--- src/rtl/cla_pkg.sv ---
// Shared constants for the carry-lookahead pipeline: default width, group size
// and the group count derived from them.
package cla_pkg;

  localparam int CLA_WIDTH = 16;
  localparam int CLA_GROUP = 4;

  function automatic int n_groups(input int width, input int group);
    return width / group;
  endfunction

  localparam int NGROUPS = n_groups(CLA_WIDTH, CLA_GROUP);

endpackage

--- src/rtl/cla_group4.sv ---
// Combinational 4-bit lookahead cell: group propagate/generate plus the carry
// into each bit of the group for a given carry-in.
module cla_group4 (
  input  logic [3:0] p,
  input  logic [3:0] g,
  input  logic       ci,
  output logic       pg,
  output logic       gg,
  output logic [3:0] c
);

  assign c[0] = ci;
  assign c[1] = g[0] | (p[0] & ci);
  assign c[2] = g[1] | (p[1] & g[0]) | (p[1] & p[0] & ci);
  assign c[3] = g[2] | (p[2] & g[1]) | (p[2] & p[1] & g[0])
              | (p[2] & p[1] & p[0] & ci);

  assign pg = &p;
  assign gg = g[3] | (p[3] & g[2]) | (p[3] & p[2] & g[1])
            | (p[3] & p[2] & p[1] & g[0]);

endmodule

--- src/rtl/cla_carry_pipe.sv ---
// Two-stage carry-lookahead adder back end: S1 registers per-group P/G and the
// group-local generate carries, S2 resolves group and bit carries and the sum.
module cla_carry_pipe
  import cla_pkg::*;
#(
  parameter int WIDTH = CLA_WIDTH,
  parameter int GROUP = CLA_GROUP
) (
  input  logic             clk,
  input  logic             rst_n,
  input  logic [WIDTH-1:0] p,
  input  logic [WIDTH-1:0] g,
  input  logic             cin,
  input  logic             in_valid,
  output logic             in_ready,
  output logic [WIDTH-1:0] sum,
  output logic             cout,
  output logic             ovf,
  output logic             out_valid,
  input  logic             out_ready
);

  localparam int NG = n_groups(WIDTH, GROUP);

  // Handshake: a transfer happens on a cycle where valid && ready. Each stage
  // advances when the stage after it is empty or being drained this cycle.
  logic s1_valid;
  logic s1_advance;

  assign s1_advance = !out_valid || out_ready;
  assign in_ready   = !s1_valid || s1_advance;

  logic [NG-1:0]    grp_p;
  logic [NG-1:0]    grp_g;
  logic [WIDTH-1:0] loc_c;

  // Carry-in tied low: loc_c holds only the carries generated inside a group.
  for (genvar k = 0; k < NG; k++) begin : g_grp
    cla_group4 u_grp (
      .p  (p[k*GROUP +: 4]),
      .g  (g[k*GROUP +: 4]),
      .ci (1'b0),
      .pg (grp_p[k]),
      .gg (grp_g[k]),
      .c  (loc_c[k*GROUP +: 4])
    );
  end

  logic [WIDTH-1:0] s1_p;
  logic [WIDTH-1:0] s1_lc;
  logic [NG-1:0]    s1_pg;
  logic [NG-1:0]    s1_gg;
  logic             s1_cin;

  always_ff @(posedge clk) begin
    if (in_valid && in_ready) begin
      s1_p   <= p;
      s1_lc  <= loc_c;
      s1_pg  <= grp_p;
      s1_gg  <= grp_g;
      s1_cin <= cin;
    end
  end

  logic [NG:0]    gc;
  logic [WIDTH:0] c;
  logic           term;
  logic           pp;

  // Group carries as flat sum-of-products so no carry ripples group to group.
  always_comb begin
    gc   = '0;
    c    = '0;
    term = 1'b0;
    pp   = 1'b0;
    gc[0] = s1_cin;
    for (int k = 1; k <= NG; k++) begin
      term = s1_cin;
      for (int m = 0; m < k; m++) term = term & s1_pg[m];
      gc[k] = term;
      for (int j = 0; j < k; j++) begin
        term = s1_gg[j];
        for (int m = j + 1; m < k; m++) term = term & s1_pg[m];
        gc[k] = gc[k] | term;
      end
    end
    for (int i = 0; i < WIDTH; i++) begin
      pp = 1'b1;
      for (int m = (i / GROUP) * GROUP; m < i; m++) pp = pp & s1_p[m];
      c[i] = s1_lc[i] | (pp & gc[i / GROUP]);
    end
    c[WIDTH] = gc[NG];
  end

  always_ff @(posedge clk) begin
    if (!rst_n) begin
      s1_valid  <= 1'b0;
      out_valid <= 1'b0;
      sum       <= '0;
      cout      <= 1'b0;
      ovf       <= 1'b0;
    end else begin
      if (in_ready) s1_valid <= in_valid;
      if (s1_advance) out_valid <= s1_valid;
      if (s1_advance && s1_valid) begin
        sum  <= s1_p ^ c[WIDTH-1:0];
        cout <= c[WIDTH];
        ovf  <= c[WIDTH] ^ c[WIDTH-1];
      end
    end
  end

endmodule

--- config.mk ---
export PLATFORM = sky130hd
export DESIGN_NAME = cla_carry_pipe
export DESIGN_NICKNAME = d
export VERILOG_FILES = /design/src/rtl/cla_pkg.sv /design/src/rtl/cla_group4.sv /design/src/rtl/cla_carry_pipe.sv
export SDC_FILE = /design/constraint.sdc
export NUM_CORES = 1
export LEC_CHECK = 0
export BUFFER_PORTS_ARGS = -buffer_cell sky130_fd_sc_hd__buf_2
export CORE_AREA = 2 2 71 73
export CTS_BUF_LIST = sky130_fd_sc_hd__clkbuf_4 sky130_fd_sc_hd__clkbuf_8 sky130_fd_sc_hd__clkbuf_16
export CTS_CLUSTER_SIZE = 30
export DETAILED_ROUTE_END_ITERATION = 12
export DIE_AREA = 0 0 73 75
export PLACE_DENSITY = 0.76
export SLEW_MARGIN = 20
export SYNTH_ARGS = -nofsm -noshare
export SYNTH_HDL_FRONTEND = slang
export SYNTH_SLANG_ARGS = --single-unit
--- constraint.sdc ---
create_clock -name clk -period 2.6 [get_ports clk]
set_input_delay 0.13 -clock clk [delete_from_list [all_inputs] [get_ports clk]]
set_output_delay 0.13 -clock clk [all_outputs]
set_load 0.05 [all_outputs]
==> out/metrics.yaml, run 1 <==
cts:
  root_buffer: "clkbuf_8"
  clockBufferDepth: 2
  h-tree-depth: 3
  cts_hold_buf: 19
  cts_made_buffers: 9
  clk_latency_ns: 0.34
  post_cts_resized: 0
  cts_tree: "built"
  clk_pin_slew_ns: 0.06
  post_cts_buffers: 0
  clkSinkCount: 57
routing:
  drt-total-wl_mm: 5.03
  drtPass1Iterations: 4
  num_vias: 1807
  routedWlPerCell_um: 15.1
  viasPerCell: 5.43
  drtIter0Drc: 99
  final_antenna_net_count: 0
  drc: 0
placement:
  gp_routability_congestion: 0.821
  port_buffers: 56
  place_inst: 296
  hpwl_mm: 3.29
  place_area_sq_um: 2690
  pre_cts_ws_ns: 0.907
critical_path:
  worstPathArrival_ns: 1.99
  crit_required_ns: 2.86
  worst-path-buf-inv: 0
  start_kind: "register"
  cp_top_family: "compound AO/OA/AOI/OAI gates"
  critPathKind: "reg -> reg"
  cp-end-kind: "register"
  cp_slowest_stage_delay_ns: 0.43
  path_depth: 8
  cp_max_fo: 4
  path_cells: "a21oi_2 -> nand2_1 -> a21o_1 -> ha_1 -> nor2_1 -> xnor2_1 -> nand2_1 -> a21oi_1"
  crit_slowest_cell: "edfxtp_1"
  r2r_slack_ns: 0.87
  reg2reg_depth: 8
  path_common_cell: "nand2_1"
grt:
  grt.overflow.total: 0
  grt_pass1_wl_mm: 7.98
  grt_start_max_net_pins: 38
  grt_pass1_vias: 1717
  grt_usage_pct: 20.2
  grt_antenna_before_repair: 0
synthesis:
  seq_area_frac_synth_pct: 63.7
  synth_top_family_by_area: "compound AO/OA/AOI/OAI gates"
  syn-cell-area_sq_um: 2370
  avgSynthCellArea_sq_um: 12.3
  synth.net_count: 233
  synth_xor_area_share_pct: 2.59
  synth_compound_area_share_pct: 15.6
  synth_seq_cells: 57
  synth-simple-area-share_pct: 13.6
  synth_cell_types: 39
  muxShareOfSynthArea_pct: 0
  synth_fa_ha_area_share_pct: 2.11
  syn_inst: 192
  ys_warn_count: 0
sta:
  finClkSkew_ns: 0.00995
  min_period_ns: 1.73
  hold_violations: 0
  max_slew_margin_pct: 47.3
  finalCritPeriodShare_pct: 66.6
  fmax_ghz: 0.577
  slew_violations: 0
  setup_tns_ns: 0
  rsz0062_at_grt: "false"
  worstMarginPinSlew_ns: 0.790
  final.setup.worst_slack_ns: 0.868
  finalSetupViolCount: 0
final_layout:
  most-common-layout-cells: "buf_2 (56), edfxtp_1 (37), nand2_1 (26), dlygate4sd3_1 (21), dfxtp_1 (20)"
  layout_commonest_cell: "buf_2"
  drive_gt1_share_pct: 28.7
  seqCellArea_sq_um: 1510
  final_cell_area_sq_um: 3100
  diodes: 0
  syn2layout_area_growth_pct: 30.6
  nFillCells: 353
  stdcell_count: 333
  multi_input_area_sq_um: 805
  layout.nets: 315
  fin_util_pct: 66.4
hold_path:
  hold_class: "in -> reg"
  hold_depth: 3
power:
  power_leakage_uw: 0.00128
  p_per_area_nw_per_um2: 684
  peakVddDrop_mv: 0.381
run:
  max_cap_viol_count: 0
die:
  die_x_um: 73
  core_region_area_sq_um: 4660
  die_y_um: 75
  ios: 57
  num_rows: 25
  die-area_sq_um: 5480
  start_util_pct: 50.9
run_status:
  status: "finished clean"
[through the flow]
| step | power, uW | hold WS [ns] |
|---|---|---|
| floorplan | 1230 | 0.229 |
| global placement | 1310 | 0.319 |
| detailed placement | 1310 | 0.321 |
| CTS | 2130 | 0.000845 |
| global route | 2210 | 0.0288 |
| finish | 2120 | 0.0317 |
[routing by layer]
layer,part of all wire [%],vias up,global-route usage (%)
met1,41,855,23.2
li1,-,894,-
met4,2.2,0,10.3
met3,4.0,9,6.29
met2,52,49,34.0
met5,0,-,0
[worst paths after layout]
path	start	endpoint
worst max-delay path	s1_pg[1]$_DFFE_PP_	sum[13]$_SDFFE_PN0P_
worst min-delay path	in_valid	s1_valid$_SDFFE_PN0N_
worst max register to register	s1_pg[1]$_DFFE_PP_	sum[13]$_SDFFE_PN0P_
worst min register to register	sum[5]$_SDFFE_PN0P_	sum[5]$_SDFFE_PN0P_
[cell usage after synthesis]
library cell,instances,area share [%]
or3_1,3,0.79
nand2_1,26,4.1
a21oi_1,14,3.0
ha_1,4,2.1
a311o_1,1,0.42
nor4_1,1,0.26
inv_4,1,0.26
nor2b_1,1,0.26
xnor2_1,5,1.8
nand4_1,4,1.1
o2111a_1,1,0.47
buf_6,1,0.47
a41oi_1,2,0.74
and4_1,4,1.5
a31oi_1,2,0.53
o311ai_1,1,0.37
a41o_1,1,0.42
o2111ai_1,2,0.74
nor2_1,8,1.3
and2_1,3,0.79
a2111oi_4,1,1.2
clkbuf_1,3,0.47
xor2_1,2,0.74
a2111o_1,1,0.47
o211ai_1,2,0.63
nand3_1,8,1.7
o21ai_0,4,0.84
a21o_1,13,4.1
and3_4,1,0.47
dfxtp_1,20,17
nand2b_1,1,0.26
or4_1,2,0.63
edfxtp_1,37,47
a21oi_2,2,0.74
buf_2,3,0.63
a21o_2,1,0.37
inv_1,3,0.47
and3_1,2,0.53
a311oi_2,1,0.63
[cell families after synthesis]
logic type               count (synthesis)
XOR/XNOR                                 7
AO/OA/AOI/OAI                           49
adder cells (fa/ha/maj)                  4
buffers and inverters                   11
AND/OR/NAND/NOR                         64
flip-flops                              57
[registers in the layout, indices dropped and copies added, names as in the netlist]
signal / count
cout: 1
s1_pg: 4
s1_cin: 1
s1_lc: 12
s1_valid: 1
ovf: 1
s1_gg: 4
out_valid: 1
s1_p: 16
sum: 16
[layout make-up]
class                           count  area share [%]
Sequential cell                    57            48.8
Multi-Input combinational cell    124            26.0
Timing Repair Buffer               78            16.1
Inverter                            4           0.566
Clock buffer                       14            6.02
Tap cell                           54            2.18
Clock inverter                      2           0.323
[power by group]
group          switching, uW  internal (uW)  total [uW]
combinational            163           99.5         262
sequential              32.4           1020        1060
clock                    340            458         798
total                    535           1580        2120
[tightest hold or removal path, stage by stage]
cell and delay, ns:
buf_2 0.09, a21oi_1 0.03, nor2_1 0.07
(Power assumes the default switching activity.)
==> run 2, diff against run 1 <==
==> constraint.sdc (replaced) <==
create_clock -name clk -period 1.6 [get_ports clk]
set_input_delay 0.08 -clock clk [delete_from_list [all_inputs] [get_ports clk]]
set_output_delay 0.08 -clock clk [all_outputs]
set_load 0.05 [all_outputs]
==> run 2 against run 1 <==
Flip-flop and latch count did not move. Hold slack worse by 0.020 ns. Worst setup slack worse by 0.78 ns. Design area is 4.9% higher. Sequential share of layout area decreased by 2.3 points. Die area stayed put. Critical endpoint unchanged.
==> out/metrics.yaml, run 2 (synthesized netlist as in run 1, its figures left out) <==
critical_path:
  critPathKind: "reg -> reg"
  reg2reg_depth: 8
  reg2reg_from: "s1_pg[1]$_DFFE_PP_"
  cp_max_fo: 3
  start_kind: "register"
  worstPathArrival_ns: 1.78
  r2r_slack_ns: 0.09
  cp-end-kind: "register"
  crit_required_ns: 1.87
  r2r-end: "sum[13]$_SDFFE_PN0P_"
grt:
  busiest_layer: "met2"
  grt_antenna_before_repair: 0
  met2_usage_pct: 30.1
  grt.met3_usage_pct: 4.69
  grt.overflow.total: 0
  grt_start_max_net_pins: 22
  grt_pass1_wl_mm: 7.77
  grt_pass1_vias: 1695
  grt_usage_pct: 19.8
  grt_util_met1_pct: 25.3
routing:
  final_antenna_net_count: 0
  drtPass1Iterations: 5
  routedWlPerCell_um: 14.2
  viasPerCell: 5.28
  drt-total-wl_mm: 4.94
  drc: 0
  drtIter0Drc: 149
  num_vias: 1831
die:
  die-area_sq_um: 5480
  core_region_area_sq_um: 4660
  num_rows: 25
  ios: 57
  die_y_um: 75
  start_util_pct: 50.9
  die_x_um: 73
final_layout:
  seqCellArea_sq_um: 1510
  stdcell_count: 347
  layout.nets: 329
  most-common-layout-cells: "buf_2 (56), edfxtp_1 (37), dlygate4sd3_1 (26), nand2_1 (25), dfxtp_1 (19)"
  top_regs: "s1_p (16), sum (16), s1_lc (12)"
  layout_commonest_cell: "buf_2"
  nFillCells: 337
  diodes: 0
  multi_input_area_sq_um: 818
  drive_gt1_share_pct: 32.4
  syn2layout_area_growth_pct: 37.0
run_status:
  status: "finished clean"
cts:
  clk_pin_slew_ns: 0.07
  h-tree-depth: 3
  cts_made_buffers: 9
  root_buffer: "clkbuf_8"
  clkSinkCount: 57
  cts_tree: "built"
  clockBufferDepth: 2
  clk_latency_ns: 0.34
  post_cts_buffers: 0
power:
  p_per_area_nw_per_um2: 1070
  power_leakage_uw: 0.00134
  swShare_pct: 25.6
  intPower_uw: 2590
  p_seq_share_pct: 49.4
  comb_power_share_pct: 13.4
  power.switching_uw: 890
  peakVddDrop_mv: 0.762
  clkPwrFrac_pct: 37.2
  finalPower_uw: 3480
sta:
  finalCritPeriodShare_pct: 94.6
  hold_violations: 0
  fmax_ghz: 0.661
  finClkSkew_ns: 0.00600
  rsz0062_at_grt: "true"
  worstMarginPinSlew_ns: 0.348
  max_slew_margin_pct: 76.8
  min_period_ns: 1.51
  finalSetupViolCount: 0
  setup_tns_ns: 0
  slew_violations: 0
placement:
  hpwl_mm: 3.46
  place_inst: 305
  gp_routability_congestion: 0.779
  port_buffers: 56
hold_path:
  hold_end: "s1_lc[3]$_DFFE_PP_"
  hold_class: "in -> reg"
  hold_depth: 2
  min_from: "g[2]"
run:
  max_cap_viol_count: 0
## run 2: routing by layer
layer	vias to the layer above	share of wire [%]
met2	65	47
met3	5	5.8
met4	0	1.9
met5	-	0
li1	925	-
met1	836	45
## run 2: final cells by class
type | count | share of cell area (%)
clock inverters | 6 | 1.85
repair buffers | 92 | 19.7
well taps | 54 | 2.08
flip-flops and latches | 57 | 46.6
clock buffers | 10 | 4.04
multi-input cells | 124 | 25.2
inverters | 4 | 0.539
## run 2: power groups by stage
stage | clock, uW | sequential, uW | combinational, uW
finish | 1290 | 1720 | 467
global route | 1360 | 1730 | 507
CTS | 1310 | 1720 | 466
detailed placement | 0 | 1750 | 415
global placement | 0 | 1740 | 410
floorplan | 0 | 1840 | 166
## run 2: how the worst max path moves through the flow
stage | from | end | slack (ns) | cells after the start
floorplan | out_valid$_SDFFE_PN0P_ | s1_cin$_DFFE_PP_ | 0.006 | 3
global placement | s1_pg[1]$_DFFE_PP_ | sum[13]$_SDFFE_PN0P_ | 0.09 | 8
detailed placement | s1_pg[1]$_DFFE_PP_ | sum[13]$_SDFFE_PN0P_ | -0.02 | 8
CTS | s1_gg[0]$_DFFE_PP_ | sum[13]$_SDFFE_PN0P_ | 0.02 | 8
global route | s1_pg[1]$_DFFE_PP_ | sum[13]$_SDFFE_PN0P_ | -0.005 | 8
finish | s1_pg[1]$_DFFE_PP_ | sum[13]$_SDFFE_PN0P_ | 0.09 | 8
## run 2: what timing repair did
action,CTS,global route
gates resized for setup,1,3
endpoints found under the hold margin,26,0
setup endpoints to repair,1,2
hold buffers,26,0
pin swaps,2,7
## run 2: metrics by stage
step	worst slack (ns)	utilization [%]	area [sq um]	hold slack [ns]
2_1_floorplan	0.00576	-	2380	0.179
3_3_place_gp	0.0897	59.8	2790	0.268
3_5_place_dp	-0.0167	59.8	2790	0.269
4_1_cts	0.0171	69.6	3240	0.00262
5_1_grt	-0.00504	69.7	3250	0.00737
6_report	0.0870	69.7	3250	0.0120
## run 2: worst max-delay path, cell delays in order (launching register included)
cell      delay, ns
edfxtp_1       0.42
a21oi_2        0.18
nand2_1        0.08
a21o_1         0.16
ha_2           0.16
nor2_2         0.09
xnor2_1        0.12
nand2_1        0.08
a21oi_2        0.14
